## src/rtl/rc5_pkg.sv

```systemverilog
// -----------------------------------------------------------------------------
// rc5_pkg
//
// Shared constants and types for the RC5-32/12/16 key-schedule mixing stage.
//
// Contents:
//   w, u, b, r, t, c            word size, bytes/word, key bytes, rounds, S size, L size
//   t_length, c_length, lg_w    address widths and rotate-amount width
//   P_w, Q_w                    magic constants
//   state_t                     key-mixer FSM states
//   mix_iterations()            n = 3 * max(t, c)
//   init_word(k)                P_w + k*Q_w, used to elaborate the S table
//                               constants when RC5_KEY_MIXER_INIT_PARALLEL_EN
//                               is defined
// -----------------------------------------------------------------------------
package rc5_pkg;

    localparam int w        = 32;          // bits per word
    localparam int u        = w / 8;       // bytes per word
    localparam int b        = 16;          // key bytes
    localparam int r        = 12;          // rounds
    localparam int t        = 2 * (r + 1); // S table size (26)
    localparam int c        = b / u;       // L table size (4)
    localparam int t_length = 5;           // S address bits
    localparam int c_length = 2;           // L address bits
    localparam int lg_w     = $clog2(w);   // rotate-amount bits

    localparam logic [w-1:0] P_w = 32'hB7E15163;
    localparam logic [w-1:0] Q_w = 32'h9E3779B9;

    typedef enum logic [2:0] {
        IDLE   = 3'd0,
        LOAD_L = 3'd1,
        INIT_S = 3'd2,
        MIX    = 3'd3,
        DONE   = 3'd4
    } state_t;

    // Number of mixing iterations: 3 * max(t, c).
    function automatic int mix_iterations();
        return 3 * ((t > c) ? t : c);
    endfunction

    // Initial S entry k, P + k*Q mod 2^w. Only evaluated on constants.
    function automatic logic [w-1:0] init_word(input int k);
        return P_w + (w'(k) * Q_w);
    endfunction

endpackage

```

## src/rtl/rc5_rotl.sv

```systemverilog
// -----------------------------------------------------------------------------
// rc5_rotl
//
// W-bit barrel rotate-left by an AW-bit amount. Purely combinational.
//
// Ports:
//   x    in   W   value to rotate
//   amt  in   AW  rotate amount (0 .. W-1)
//   y    out  W   x rotated left by amt
// -----------------------------------------------------------------------------
module rc5_rotl #(
    parameter int W  = 32,
    parameter int AW = 5
) (
    input  logic [W-1:0]  x,
    input  logic [AW-1:0] amt,
    output logic [W-1:0]  y
);

    // Shift a doubled copy left; the upper half is then the rotated word,
    // which handles amt = 0 without a special case.
    logic [2*W-1:0] doubled;

    always_comb begin
        doubled = {x, x} << amt;
        y       = doubled[2*W-1:W];
    end

endmodule

```

## src/rtl/rc5_key_mixer.sv

```systemverilog
// -----------------------------------------------------------------------------
// rc5_key_mixer
//
// RC5-32/12/16 key-schedule mixing stage. On an accepted start it copies the
// c L words from the upstream L memory, fills S with P + k*Q, runs
// n = 3*max(t,c) mixing iterations and then holds the expanded table S,
// readable through a combinational port.
//
// Configuration macro:
//   RC5_KEY_MIXER_INIT_PARALLEL_EN  defined   : INIT_S is a single cycle that
//                                                writes all t entries from
//                                                elaborated constants
//                                                (done at T84).
//                                   undefined : INIT_S runs t cycles with a
//                                                running accumulator (done at
//                                                T109).
//
// Ports:
//   clk1       in   1         clock, all state on its rising edge
//   rst        in   1         asynchronous active-low reset
//   start      in   1         one-cycle start pulse, accepted in IDLE or DONE
//   L_address  out  c_length  read address into the upstream L memory
//   L_sub_i    in   w         L word at L_address, valid in the same cycle
//   S_address  in   t_length  S read address
//   S_sub_i    out  w         S[S_address], 0 for addresses t..2^t_length-1
//   busy       out  1         high from the cycle after start until done rises
//   done       out  1         S final; held until the next accepted start
//
// Handshake: start is a single-cycle request with no ready; it is acted on
// only in IDLE or DONE and silently dropped in any other state. done is a
// level that stays high until the next accepted start.
// -----------------------------------------------------------------------------
module rc5_key_mixer
    import rc5_pkg::*;
(
    input  logic                clk1,
    input  logic                rst,
    input  logic                start,
    output logic [c_length-1:0] L_address,
    input  logic [w-1:0]        L_sub_i,
    input  logic [t_length-1:0] S_address,
    output logic [w-1:0]        S_sub_i,
    output logic                busy,
    output logic                done
);

    localparam int n         = mix_iterations();
    localparam int iter_bits = $clog2(n);

    localparam logic [t_length-1:0]  T_SIZE = t_length'(t);
    localparam logic [t_length-1:0]  T_LAST = t_length'(t - 1);
    localparam logic [c_length-1:0]  C_LAST = c_length'(c - 1);
    localparam logic [iter_bits-1:0] N_LAST = iter_bits'(n - 1);

    // ------------------------------------------------------------------
    // State
    // ------------------------------------------------------------------
    state_t               state;
    logic [w-1:0]         s_mem [t];
    logic [w-1:0]         lr    [c];
    logic [w-1:0]         a;
    logic [w-1:0]         b;
    logic [t_length-1:0]  i_idx;      // S index in MIX, fill index in INIT_S
    logic [c_length-1:0]  j_idx;      // L index in MIX
    logic [iter_bits-1:0] iter;       // MIX iteration counter
`ifndef RC5_KEY_MIXER_INIT_PARALLEL_EN
    logic [w-1:0]         acc;        // running P + k*Q
`endif

    // ------------------------------------------------------------------
    // Mixing datapath: one iteration per cycle.
    //   A' = rotl(S[i] + A + B, 3)
    //   B' = rotl(L[j] + A' + B, (A' + B)[lg_w-1:0])
    // ------------------------------------------------------------------
    logic [w-1:0] a_sum;
    logic [w-1:0] a_next;
    logic [w-1:0] ab_sum;
    logic [w-1:0] b_sum;
    logic [w-1:0] b_next;

    always_comb begin
        a_sum  = s_mem[i_idx] + a + b;
        ab_sum = a_next + b;
        b_sum  = lr[j_idx] + ab_sum;
    end

    rc5_rotl #(.W(w), .AW(lg_w)) u_rotl_a (
        .x   (a_sum),
        .amt (lg_w'(3)),
        .y   (a_next)
    );

    rc5_rotl #(.W(w), .AW(lg_w)) u_rotl_b (
        .x   (b_sum),
        .amt (ab_sum[lg_w-1:0]),
        .y   (b_next)
    );

    // Wrapping increments; compare-and-clear instead of a modulo.
    logic [t_length-1:0] i_inc;
    logic [c_length-1:0] j_inc;

    always_comb begin
        i_inc = (i_idx == T_LAST) ? '0 : i_idx + 1'b1;
        j_inc = (j_idx == C_LAST) ? '0 : j_idx + 1'b1;
    end

    // ------------------------------------------------------------------
    // Read port
    // ------------------------------------------------------------------
    always_comb begin
        S_sub_i = '0;
        if (S_address < T_SIZE) begin
            S_sub_i = s_mem[S_address];
        end
    end

    // ------------------------------------------------------------------
    // Control FSM and table updates
    // ------------------------------------------------------------------
    always_ff @(posedge clk1 or negedge rst) begin
        if (!rst) begin
            state     <= IDLE;
            busy      <= 1'b0;
            done      <= 1'b0;
            L_address <= '0;
            a         <= '0;
            b         <= '0;
            i_idx     <= '0;
            j_idx     <= '0;
            iter      <= '0;
`ifndef RC5_KEY_MIXER_INIT_PARALLEL_EN
            acc       <= '0;
`endif
            for (int k = 0; k < t; k++) begin
                s_mem[k] <= '0;
            end
            for (int k = 0; k < c; k++) begin
                lr[k] <= '0;
            end
        end else begin
            case (state)
                IDLE, DONE: begin
                    if (start) begin
                        state     <= LOAD_L;
                        busy      <= 1'b1;
                        done      <= 1'b0;
                        L_address <= '0;
                        a         <= '0;
                        b         <= '0;
                        i_idx     <= '0;
                        j_idx     <= '0;
                        iter      <= '0;
`ifndef RC5_KEY_MIXER_INIT_PARALLEL_EN
                        acc       <= P_w;
`endif
                    end
                end

                // L_address doubles as the copy counter; it returns to 0
                // on the last word so it reads 0 outside this state.
                LOAD_L: begin
                    lr[L_address] <= L_sub_i;
                    if (L_address == C_LAST) begin
                        L_address <= '0;
                        state     <= INIT_S;
                    end else begin
                        L_address <= L_address + 1'b1;
                    end
                end

                INIT_S: begin
`ifdef RC5_KEY_MIXER_INIT_PARALLEL_EN
                    for (int k = 0; k < t; k++) begin
                        s_mem[k] <= init_word(k);
                    end
                    state <= MIX;
`else
                    s_mem[i_idx] <= acc;
                    acc          <= acc + Q_w;
                    if (i_idx == T_LAST) begin
                        i_idx <= '0;
                        state <= MIX;
                    end else begin
                        i_idx <= i_idx + 1'b1;
                    end
`endif
                end

                MIX: begin
                    s_mem[i_idx] <= a_next;
                    lr[j_idx]    <= b_next;
                    a            <= a_next;
                    b            <= b_next;
                    i_idx        <= i_inc;
                    j_idx        <= j_inc;
                    if (iter == N_LAST) begin
                        state <= DONE;
                        busy  <= 1'b0;
                        done  <= 1'b1;
                    end else begin
                        iter <= iter + 1'b1;
                    end
                end

                default: begin
                    state <= IDLE;
                    busy  <= 1'b0;
                    done  <= 1'b0;
                end
            endcase
        end
    end

endmodule

```

## config.mk

```make
export PLATFORM = sky130hd
export DESIGN_NAME = rc5_key_mixer
export DESIGN_NICKNAME = d
export VERILOG_FILES = /design/src/rtl/rc5_pkg.sv /design/src/rtl/rc5_rotl.sv /design/src/rtl/rc5_key_mixer.sv
export SDC_FILE = /design/constraint.sdc
export NUM_CORES = 2
export LEC_CHECK = 0
export CORE_MARGIN = 2
export CORE_UTILIZATION = 25
export CTS_CLUSTER_SIZE = 40
export DETAILED_ROUTE_END_ITERATION = 12
export PLACE_DENSITY = 0.47
export SLEW_MARGIN = 30
export SYNTH_ARGS = -nofsm -noshare
export SYNTH_HDL_FRONTEND = slang
export SYNTH_SLANG_ARGS = --single-unit
```

## constraint.sdc

```tcl
create_clock -name clk1 -period 14.1 [get_ports clk1]
set_clock_uncertainty 0.05 [all_clocks]
set_input_delay 4.23 -clock clk1 [delete_from_list [all_inputs] [get_ports clk1]]
set_output_delay 4.23 -clock clk1 [all_outputs]
set_load 0.02 [all_outputs]
```

=== Yosys cells after proc, flatten, opt, wreduce, memory -nomap -nowiden ===
Cells that the tools add are included.
W data, S select, Z words.

* Magnitude comparators: 8
* Add/sub/neg operators: 9
* Bitwise gates (word level): 5
* Muxes and demuxes: 49
* Reductions and logical operators: 20
* Shift operators: 1
* Eq/ne operators: 13

{| class="wikitable"
|+ Operators with widths
! cell !! count
|-
| $bwmux W832 || 2
|-
| $pmux W832 S2 || 1
|-
| $mux W32 || 12
|-
| $bmux W32 S5 || 2
|-
| $bwmux W128 || 2
|-
| $pmux W128 S2 || 1
|-
| $pmux W32 S2 || 3
|-
| $demux W32 S5 || 1
|-
| $add A32 B32 Y32 || 4
|-
| $demux W32 S2 || 2
|-
| $bmux W32 S2 || 1
|-
| $shl A64 B5 Y64 || 1
|-
| $add A32 B32 Y32 const B || 1
|-
| $mux W7 || 2
|-
| $pmux W7 S2 || 1
|-
| $ge A6 B6 Y1 const B || 2
|-
| $mux W3 || 4
|-
| $not A5 Y6 || 2
|-
| $pmux W3 S4 || 1
|-
| $reduce_bool A2 Y1 || 6
|-
| $mux W5 || 2
|-
| $ne A2 B2 Y1 const B || 5
|-
| $pmux W5 S2 || 1
|-
| $pmux W2 S2 || 2
|-
| 24 further kinds || 44
|}

* Input bits: 40
* Bits in registers: 1077
* Output and inout bits: 36

=== Longest topological paths before layout ===
* Depth after elaboration: 11
* Mapped depth: 49
* Mapped depth without buffers: 45

=== Cells and area by module ===
Synthesis repeated with hierarchy kept, for this count alone.

* Cells, all modules: 5875
* Area, all modules: 63457.1 sq um

{| class="wikitable"
|+ Modules (own cells, without submodules)
! module !! area each (sq um) !! instances !! cells an instance
|-
| rc5_key_mixer || 59353.2 || 1 || 5643
|-
| rc5_rotl || 2052.0 || 2 || 116
|}

=== Worst setup path before layout ===
OpenSTA, ideal clock, no wires.

* Path kind: register to register
* Start: register i_idx[0]
* End: register lr[35] (netlist bit)
* Buffers on the path: 5
* Stages on the path, launching flop included: 46
* Data required time: 13.973 ns
* Path slack: 2.502 ns
* Arrival: 11.471 ns
* Path through: dfrtp_1 -> clkbuf_1 -> clkbuf_1 -> buf_1 -> buf_1 -> mux4_2 -> a32oi_1 -> o211ai_1 -> fa_1 -> ha_1 -> fa_1 -> a21oi_1 -> nor2_1 -> o31ai_1 -> a21oi_1 -> o211ai_1 -> o31ai_1 -> a311o_1 -> [... 10 more ...] -> a41oi_1 -> nor2b_1 -> nor4_1 -> nor3_1 -> xor2_1 -> ha_1 -> clkbuf_1 -> a21o_1 -> a31o_2 -> a221oi_1 -> o22ai_1 -> a211oi_1 -> a211oi_1 -> nor3_2 -> o31ai_1 -> mux4_2 -> mux4_2 -> o21ai_1

* Longest elaborated chain between the ends: 11

{| class="wikitable"
|+ Ends and longest elaborated chain
! what !! line !! RTL
|-
| start, declared || rc5_key_mixer.sv:63 || <nowiki>logic [t_length-1:0] i_idx;</nowiki>
|-
| start signal, assigned || rc5_key_mixer.sv:185 || <nowiki>i_idx <= i_idx + 1'b1;</nowiki>
|-
| start signal, assigned || rc5_key_mixer.sv:195 || <nowiki>i_idx <= i_inc;</nowiki>
|-
| $not A5 Y6 (not written as such) (*) || rc5_key_mixer.sv:82 || <nowiki>a_sum = s_mem[i_idx] + a + b;</nowiki>
|-
| $bmux W32 S5 (*) || rc5_key_mixer.sv:82 ||
|-
| $mux W32 (not written as such) (*) (2 in series) || rc5_key_mixer.sv:82 ||
|-
| $add A32 B32 Y32 (*) (2 in series) || rc5_key_mixer.sv:82 ||
|-
| $add A32 B32 Y32 (*) || rc5_key_mixer.sv:83 || <nowiki>ab_sum = a_next + b;</nowiki>
|-
| $add A32 B32 Y32 || rc5_key_mixer.sv:84 || <nowiki>b_sum = lr[j_idx] + ab_sum;</nowiki>
|-
| $shl A64 B5 Y64 (*) || rc5_rotl.sv:25 || <nowiki>doubled = {x, x} << amt;</nowiki>
|-
| $bwmux W128 (*) || rc5_key_mixer.sv:192 || <nowiki>lr[j_idx] <= b_next;</nowiki>
|-
| $pmux W128 S2 (*) || rc5_key_mixer.sv:142 || <nowiki>case (state)</nowiki>
|-
| end signal, assigned by index || rc5_key_mixer.sv:163 || <nowiki>lr[L_address] <= L_sub_i;</nowiki>
|-
| end signal, assigned by index || rc5_key_mixer.sv:192 ||
|-
| end, declared || rc5_key_mixer.sv:60 || <nowiki>logic [w-1:0] lr [c];</nowiki>
|}

Every way passes the cells marked *; elsewhere a longest branch is shown, timed or not. The select of a mux whose other input is x is not followed.
A chain may end at the register's enable or synchronous reset.

=== Worst setup path in the final report ===
* Start: register i_idx[0]
* End: register lr[22] (netlist bit)

The elaborated chain is that of the path after synthesis.

==> impl_metrics.json <==
{
  "status": "finished clean",
  "chipWidth_um": 506,
  "critPathCaptureType": "flip-flop",
  "max_cap_violations": 0,
  "gr-total-overflow": 0,
  "grt-busiest-layer": "met2",
  "ys_async_sr_fraction_pct": 100,
  "ys_top_cells_by_area": "dfrtp_1, mux4_2, o21ai_0",
  "hold_buffers": 0,
  "slowest_stage": "dfrtp_4",
  "cts_setup_buffers": 0,
  "synth_top_family_by_area": "multiplexers",
  "cts_root_buffer": "clkbuf_16",
  "remaining_drc_errors": 0,
  "postLayoutCoreUtil_pct": 28.9,
  "route.vias.total": 51839,
  "area_growth_pct": 15.1,
  "wl_per_cell_um": 26.5,
  "wl_um": 253000,
  "ys_seq_area_share_pct": 42.8,
  "vias_per_cell": 5.43,
  "final_hold_viol_count": 0,
  "worstSkewPairLatency_ps": 810,
  "rows": 184,
  "synth_edf_count": 0,
  "hold_path_depth": 2,
  "first_pass_iters": 6,
  "clkSinkCount": 1077,
  "post_cts_resized": 0,
  "rrSetupSlack_ps": 1050,
  "synth_seq_cells": 1077,
  "synth_compound_area_share_pct": 18.3,
  "start_kind": "flip-flop",
  "cp_max_fo": 27,
  "fmax_mhz": 76.6,
  "htreeDepth": 4,
  "rsz0062_at_grt": "false",
  "muxShareOfSynthArea_pct": 19.1,
  "grt_pass1_wl_um": 369000,
  "synth-simple-area-share_pct": 11.8,
  "netlist_area_um2": 62900,
  "cpMostUsedCell": "a21oi_1",
  "layout_setup_ws_ps": 1050,
  "gp_congestion": 0.939,
  "min_period_ps": 13050,
  "period_share_pct": 92.6,
  "antenna_found_initial": 9,
  "setup_viol": 0,
  "track_usage_pct": 19.4,
  "synth-main-ff-cell": "dfrtp_1",
  "grtUsageMet2_pct": 30.7,
  "ys_warn_count": 0,
  "maxSlewHeadroom_pct": 30.1,
  "hold_class": "reg2reg",
  "required_ps": 14690,
  "pre_cts_ws_ps": 1300,
  "grtUsageMet1_pct": 26.8,
  "ant_nets": 0,
  "grt_pass1_vias": 50886,
  "netlist_instances": 6264,
  "drive_above_1_share_pct": 15.7,
  "synth_top_cell_by_area": "dfrtp_1",
  "final_common_cell": "dfrtp_1",
  "design.core.area_um2": 251000,
  "synth_nets": 6444,
  "grt_max_degree": 165,
  "synth.top_cell.area_share_pct": 42.8,
  "met3_usage_pct": 3.73,
  "worstPathArrival_ps": 13640,
  "cts_max_path_buffers": 3,
  "nets": 6269,
  "portBuffers": 75,
  "worst_pin_slew_ps": 1040,
  "rr_worst_depth": 42,
  "slowest_delay_ps": 900,
  "slew_violations": 0,
  "drtIter0Drc": 5153,
  "syn_avg_cell_area_um2": 10.0,
  "io_pins": 76,
  "hpwl_um": 162000,
  "path_class": "reg2reg",
  "synth_fa_ha_area_share_pct": 3.19,
  "die_height_um": 506,
  "synth_cell_types": 82,
  "final_cell_mix": "dfrtp_1, nand2_1, o21ai_0",
  "cts_tree": "done",
  "synthXorXnorAreaFrac_pct": 1.28,
  "initial_core_util_pct": 25.1,
  "die_area_um2": 256000,
  "finalSetupTns_ps": 0,
  "path_clk_slew_ps": 60,
  "numCtsBuffers": 131
}
[synth_stat cells, types with 8 or more instances]
cell type  number
o31ai_1        53
or2_2          16
a21o_1         59
mux2_2         55
a211o_1         9
and3_1         83
nor2b_1        26
a2111oi_0       8
xnor2_1        63
dfrtp_1      1077
a21oi_1       335
and2_1         55
a211oi_1       34
a31o_2          8
a22oi_1        47
buf_2          10
mux2i_1       217
a31oi_1        40
o221ai_1       77
ha_1          106
a2bb2oi_1      21
or3_1          20
clkbuf_1      474
o21ai_1        11
o211ai_1       18
nand3_1        65
mux4_2        410
nand4_1        15
xor2_1         26
nand2b_1       22
a311oi_1        8
nor2_1        289
inv_1          48
o211a_1         8
fa_1           34
o21a_1         14
a22o_1         25
buf_1          54
o22ai_1        90
o21ai_0       982
or4_1          10
a221oi_1       12
nand2_1      1072
nor3_1         49
[metrics by stage]
stage               hold WS [ps]  cells  cell area (um^2)
floorplan                    402   6264             62900
global placement             417   9301             67600
detailed placement           426   9302             67800
CTS                          439   9535             72400
global route                 444   9537             72500
finish                       437   9539             72500
[critical path, delay by kind of cell (launching register included)]
| family | cells | cell delay [ps] |
|---|---|---|
| buf+inv | 4 | 1090 |
| mux | 1 | 560 |
| xor+xnor | 2 | 480 |
| simple gates | 5 | 720 |
| compound gates | 25 | 7080 |
| fa+ha+maj | 5 | 2000 |
| flops | 1 | 900 |
[sequential cells by signal, summed over array words and instances, names as in the netlist]
| name | flops |
|---|---|
| L_address | 2 |
| a | 32 |
| acc | 32 |
| b | 32 |
| busy | 1 |
| done | 1 |
| i_idx | 5 |
| iter | 7 |
| j_idx | 2 |
| lr | 128 |
| s_mem | 832 |
| state | 3 |
[path summary, 6_finish.rpt]
check                                  end  startpoint
worst max register to register      lr[22]    i_idx[0]
max in group asynchronous       s_mem[563]         rst
min in group asynchronous       s_mem[383]         rst
worst max-delay path                lr[22]    i_idx[0]
worst min-delay path                lr[53]      lr[53]
worst min register to register      lr[53]      lr[53]
[routing by layer]
layer	part of all wire [%]	wire length (um)
met1	44	111000
met3	6.9	17600
met4	2.9	7410
met5	0.016	40
met2	46	117000
[cell type report]
| cell class | count | area [um^2] |
|---|---|---|
| Timing Repair Buffer | 231 | 2120 |
| Antenna cell | 2 | 5.00 |
| Fill cell | 26210 | 178000 |
| Inverter | 50 | 189 |
| Tap cell | 3348 | 4190 |
| Sequential cell | 1077 | 27000 |
| Clock buffer | 190 | 3830 |
| Clock inverter | 43 | 774 |
| Multi-Input combinational cell | 4598 | 34400 |
[kinds of logic (layout without fill, tap and decap cells)]
kind of cell / after synthesis / in the layout
multiplexers: 683 / 683
other: 0 / 2
XOR/XNOR: 90 / 90
AO/OA/AOI/OAI: 1941 / 1941
flip-flops: 1077 / 1077
buffers and inverters: 589 / 514
adder cells (fa/ha/maj): 140 / 140
AND/OR/NAND/NOR: 1744 / 1744
Power is left out: the tool's default activity adds up to more than one toggle a clock period on the data nets, which glitch-free logic cannot reach.
